===== src/rtl/accumulator_control_unit.sv =====
// Control FSM for the accumulator machine: fetches from a 32-word sync ROM, decodes
// the 3-bit opcode and drives the A-mux / register-A / add-sub controls.
module accumulator_control_unit #(
    parameter int n = 8,
    parameter int a = 5
) (
    input  logic         clk,
    input  logic         resetN,
    output logic [a-1:0] romAddr,
    input  logic [n-1:0] romData,
    input  logic         inValid,
    output logic         inReady,
    input  logic [n-1:0] regAOut,
    input  logic         Aeq0,
    input  logic         Apos,
    output logic [n-1:0] IROut,
    output logic [1:0]   Asel,
    output logic         loadA,
    output logic         clearA,
    output logic         sub,
    output logic [n-1:0] outData,
    output logic         outValid,
    output logic         halted,
    output logic [2:0]   dbg_state
);

    // IN handshake: inValid is level-held by the source; inReady pulses for the one
    // cycle in which the word is loaded into A, and only while waiting in INWAIT.

    typedef enum logic [2:0] {
        S_INIT   = 3'd0,
        S_FETCH  = 3'd1,
        S_DECODE = 3'd2,
        S_EXEC   = 3'd3,
        S_INWAIT = 3'd4,
        S_HALT   = 3'd5
    } state_t;

    localparam logic [2:0] OP_IN   = 3'b000;
    localparam logic [2:0] OP_OUT  = 3'b001;
    localparam logic [2:0] OP_LDI  = 3'b010;
    localparam logic [2:0] OP_ADD  = 3'b011;
    localparam logic [2:0] OP_SUB  = 3'b100;
    localparam logic [2:0] OP_JZ   = 3'b101;
    localparam logic [2:0] OP_JPOS = 3'b110;
    localparam logic [2:0] OP_HALT = 3'b111;

    localparam logic [1:0] ASEL_SUBOUT = 2'd0;
    localparam logic [1:0] ASEL_INPUT  = 2'd1;
    localparam logic [1:0] ASEL_IR     = 2'd2;

    state_t         state_q, state_d;
    logic [a-1:0]   pc_q, pc_d;
    logic [n-1:0]   ir_q, ir_d;
    logic [n-1:0]   out_data_q, out_data_d;
    logic           out_valid_q, out_valid_d;

    logic [2:0]     opcode;
    logic [a-1:0]   operand;

    // The opcode occupies the top three IR bits, which requires n == a + 3.
    assign opcode  = ir_q[n-1 -: 3];
    assign operand = ir_q[a-1:0];

    always_comb begin
        state_d     = state_q;
        pc_d        = pc_q;
        ir_d        = ir_q;
        out_data_d  = out_data_q;
        out_valid_d = 1'b0;
        Asel        = ASEL_SUBOUT;
        loadA       = 1'b0;
        clearA      = 1'b0;
        sub         = 1'b0;
        inReady     = 1'b0;

        case (state_q)
            S_INIT: begin
                clearA  = 1'b1;
                state_d = S_FETCH;
            end
            S_FETCH: begin
                state_d = S_DECODE;
            end
            S_DECODE: begin
                ir_d    = romData;
                pc_d    = pc_q + a'(1);
                state_d = S_EXEC;
            end
            S_EXEC: begin
                state_d = S_FETCH;
                case (opcode)
                    OP_IN:   state_d = S_INWAIT;
                    OP_OUT: begin
                        out_data_d  = regAOut;
                        out_valid_d = 1'b1;
                    end
                    OP_LDI: begin
                        Asel  = ASEL_IR;
                        loadA = 1'b1;
                    end
                    OP_ADD: begin
                        loadA = 1'b1;
                    end
                    OP_SUB: begin
                        sub   = 1'b1;
                        loadA = 1'b1;
                    end
                    // A is not written during a jump, so the status flags are stable here.
                    OP_JZ:   if (Aeq0) pc_d = operand;
                    OP_JPOS: if (Apos) pc_d = operand;
                    OP_HALT: state_d = S_HALT;
                    default: state_d = S_FETCH;
                endcase
            end
            S_INWAIT: begin
                if (inValid) begin
                    Asel    = ASEL_INPUT;
                    loadA   = 1'b1;
                    inReady = 1'b1;
                    state_d = S_FETCH;
                end
            end
            S_HALT: begin
                state_d = S_HALT;
            end
            default: begin
                state_d = S_INIT;
            end
        endcase
    end

    always_ff @(posedge clk or negedge resetN) begin
        if (!resetN) begin
            state_q     <= S_INIT;
            pc_q        <= '0;
            ir_q        <= '0;
            out_data_q  <= '0;
            out_valid_q <= 1'b0;
        end else begin
            state_q     <= state_d;
            pc_q        <= pc_d;
            ir_q        <= ir_d;
            out_data_q  <= out_data_d;
            out_valid_q <= out_valid_d;
        end
    end

    assign romAddr   = pc_q;
    assign IROut     = {{(n-a){1'b0}}, operand};
    assign outData   = out_data_q;
    assign outValid  = out_valid_q;
    assign halted    = (state_q == S_HALT);
    assign dbg_state = state_q;

endmodule


===== config.mk =====
export PLATFORM = sky130hd
export DESIGN_NAME = accumulator_control_unit
export DESIGN_NICKNAME = d
export VERILOG_FILES = /design/src/rtl/accumulator_control_unit.sv
export SDC_FILE = /design/constraint.sdc
export NUM_CORES = 1
export LEC_CHECK = 0
export BUFFER_PORTS_ARGS = -buffer_cell sky130_fd_sc_hd__buf_4
export CAP_MARGIN = 20
export CORE_ASPECT_RATIO = 0.5
export CORE_MARGIN = 2
export CORE_UTILIZATION = 45
export CTS_BUF_LIST = sky130_fd_sc_hd__clkbuf_8
export DETAILED_ROUTE_END_ITERATION = 10
export GPL_TIMING_DRIVEN = 0
export PLACE_DENSITY = 0.76
export SYNTH_ARGS = -nofsm -noshare
export SYNTH_HDL_FRONTEND = slang
export SYNTH_SLANG_ARGS = --single-unit
export TNS_END_PERCENT = 10

===== constraint.sdc =====
create_clock -name clk -period 4.8 [get_ports clk]
set_input_delay 1.44 -clock clk [delete_from_list [all_inputs] [get_ports clk]]
set_output_delay 1.44 -clock clk [all_outputs]
set_load 0.01 [all_outputs]

==> flow_summary_export.csv <==
group,metric,value,unit
sta,hold_viol,0,
placement,port_buffers,49,
cells_and_area,layout_common_cells,"buf_4 (60), dfrtp_1 (25), mux2_2 (16)",
setup_path,path_max_fanout,2,
sta,min_period,3.371,ns
sta,tns,0,ns
sta,maxSlewViolCount,0,
routing,num_vias,1005,
routing,wl,2629,µm
die,die_height,41.66,µm
cells_and_area,fill_cells,222,
setup_path,rr_endpoint,"ir_q[4]",
sta,setup_violations,0,
global_routing,antenna_found_initial,0,
sta,fin_skew,0.001981,ns
setup_path,r2r-start,"dbg_state[0]",
placement,hpwlAfterDp,1994,µm
worst_hold_path,worstHoldStart,"romAddr[4]",
routing,drtIter0Drc,43,
sta,period_share,0.7024,
setup_path,cp-start-kind,"input port",
global_routing,grt_max_degree,26,
worst_hold_path,hold_depth,1,
routing,drcViolationCount,0,
power,ir_drop,0.2921,mV
die,die-area,0.003304,mm²
cells_and_area,synthToLayoutAreaGrowth,36.67,%
logic_synthesis,yosysSeqAreaShare,0.4902,
logic_synthesis,synth-edff-count,0,
clock_network,path_clk_slew,0.08,ns
clock_network,cts_hold_buf,0,
setup_path,cp.arrival,1.93,ns
global_routing,grt_pass1_wl,4436,µm
power,p_per_area,667.2,mW/mm²
run,cap_violations,0,
logic_synthesis,syn_inst,112,
clock_network,cts_buffer_depth,2,
logic_synthesis,netlist_area,0.001276,mm²
die,die_w,79.32,µm
cells_and_area,antenna_cells,0,
logic_synthesis,yosysWarnings,0,
clock_network,h-tree-depth,1,
worst_hold_path,hold_class,"flip-flop to flip-flop",
sta,max_freq,0.2966,GHz
status,status,"completed",
placement,pre_cts_ws,1.430,ns
clock_network,root_buffer,"clkbuf_8",
global_routing,first_global_vias,953,
die,ios,53,
sta,rsz0062_at_grt,"false",
worst_hold_path,hold_end,"romAddr[4]",
logic_synthesis,yosysTopAreaCell,"dfrtp_1",
setup_path,reg2regPathDepth,3,
logic_synthesis,syn_area_per_cell,11.39,µm²
clock_network,cts_tree,"done",
routing,first_pass_iters,4,
sta,timing.final.ws_setup,1.429,ns
setup_path,cp.required,3.36,ns
placement,place_congestion,0.8063,
power,p_leak,0.8454,nW
global_routing,track_usage,0.1726,
logic_synthesis,netlist_top_cells_area,"dfrtp_1 (49%), mux2_2 (14%), buf_4 (6.5%), o22ai_1 (3.4%), nor2_1 (2.9%)",
setup_path,worstSetupPathType,"input port to output port",
logic_synthesis,synth-seq-cells,25,
clock_network,clock_latency,0.26,ns
logic_synthesis,yosysUniqueCellTypes,31,
cells_and_area,num-nets-final,190,
die,rows,13,
setup_path,ff2ff_setup_slack,3.19,ns
die,initial_core_util,0.4814,
routing,avgRoutedWirePerCell,12.89,µm
routing,via_per_inst,4.926,
clock_network,cts.sinks,25,
logic_synthesis,synthFlopType,"dfrtp_1",
logic_synthesis,synthArstFlopShare,1.000,
setup_path,critPathCaptureType,"output port",
clock_network,cts_resized,0,
global_routing,grt_overflow,0,
cells_and_area,layout_commonest_cell,"buf_4",
clock_network,postCtsSetupBuffers,0,
clock_network,cts_made_buffers,3,
die,core,0.002651,mm²
routing,antenna_left,0,
cells_and_area,drive_above_1_share,0.5269,
logic_synthesis,synth_top_area_frac,0.4902,
[worst max-delay path by stage]
stage	start	end	slack (ns)	depth (start not counted)
floorplan	inValid	Asel[0]	1.51	3
global placement	inValid	Asel[0]	1.43	5
detailed placement	inValid	Asel[0]	1.43	5
CTS	inValid	Asel[0]	1.43	5
global route	inValid	Asel[0]	1.40	5
finish	inValid	Asel[0]	1.43	5
[metal layers]
metal / routed length (µm) / part of all wire / global-route usage
met5: 0 / 0 / 0
met4: 30 / 0.011 / 0.04828
met3: 113 / 0.043 / 0.04565
met2: 1337 / 0.51 / 0.2881
met1: 1147 / 0.44 / 0.2243
[where the power goes]
group          total, mW  leakage, nW  internal (mW)  switching, mW
sequential         0.404        0.298          0.316         0.0881
clock              0.122       0.0255         0.0579         0.0640
combinational      0.637        0.522          0.354          0.284
total               1.16        0.845          0.728          0.436
[cells in the mapped netlist, drive strengths merged, types with 3 or more instances]
| cell type | instances |
|---|---|
| a21oi | 6 |
| dfrtp | 25 |
| buf | 15 |
| nand2 | 3 |
| mux2 | 16 |
| inv | 3 |
| a221oi | 3 |
| nor2 | 10 |
| o22ai | 7 |
[area by class of cell]
cell class	instances	area, µm²	area share
flip-flops and latches	25	625.6	0.3587
clock inverters	1	5.005	0.002869
plain buffers	16	118.9	0.06815
well taps	37	46.29	0.02654
inverters	3	11.26	0.006456
multi-input cells	70	528.0	0.3027
repair buffers	49	367.9	0.2109
clock buffers	3	41.29	0.02367
[logic make-up (layout without fill, tap and decap cells)]
group	Yosys count	count (layout)	share of synthesized area
AOI/OAI and AO/OA	20	20	0.1020
xor gates and xnor gates	1	1	0.006864
adders and majority gates	1	1	0.009802
buffers and inverters	19	72	0.1020
DFF	25	25	0.4902
muxes	17	17	0.1490
other	1	3	0.002938
and+or+nand+nor	28	28	0.1373
[worst max-delay path, stage by stage]
cell and delay, ns:
buf_4 0.11, nand2_1 0.07, nor2_1 0.06, buf_4 0.13, buf_4 0.13
[metrics by stage]
step | instance area (µm²) | total power [mW] | hold slack, ns | std cells | utilization
after floorplan | 1284 | 0.7998 | 0.5054 | 114 | -
after global placement | 1698 | 1.029 | 0.4859 | 200 | 0.6404
after detailed placement | 1698 | 1.049 | 0.4949 | 200 | 0.6404
after CTS | 1744 | 1.174 | 0.5047 | 204 | 0.6579
after global routing | 1744 | 1.256 | 0.5378 | 204 | 0.6579
final | 1744 | 1.164 | 0.4989 | 204 | 0.6579
[sequential cells by signal, indices dropped and copies added, names as in the netlist]
register	flops
dbg_state	3
ir_q	8
outData	8
romAddr	5
outValid	1
Power figures use the tool's default switching activity.
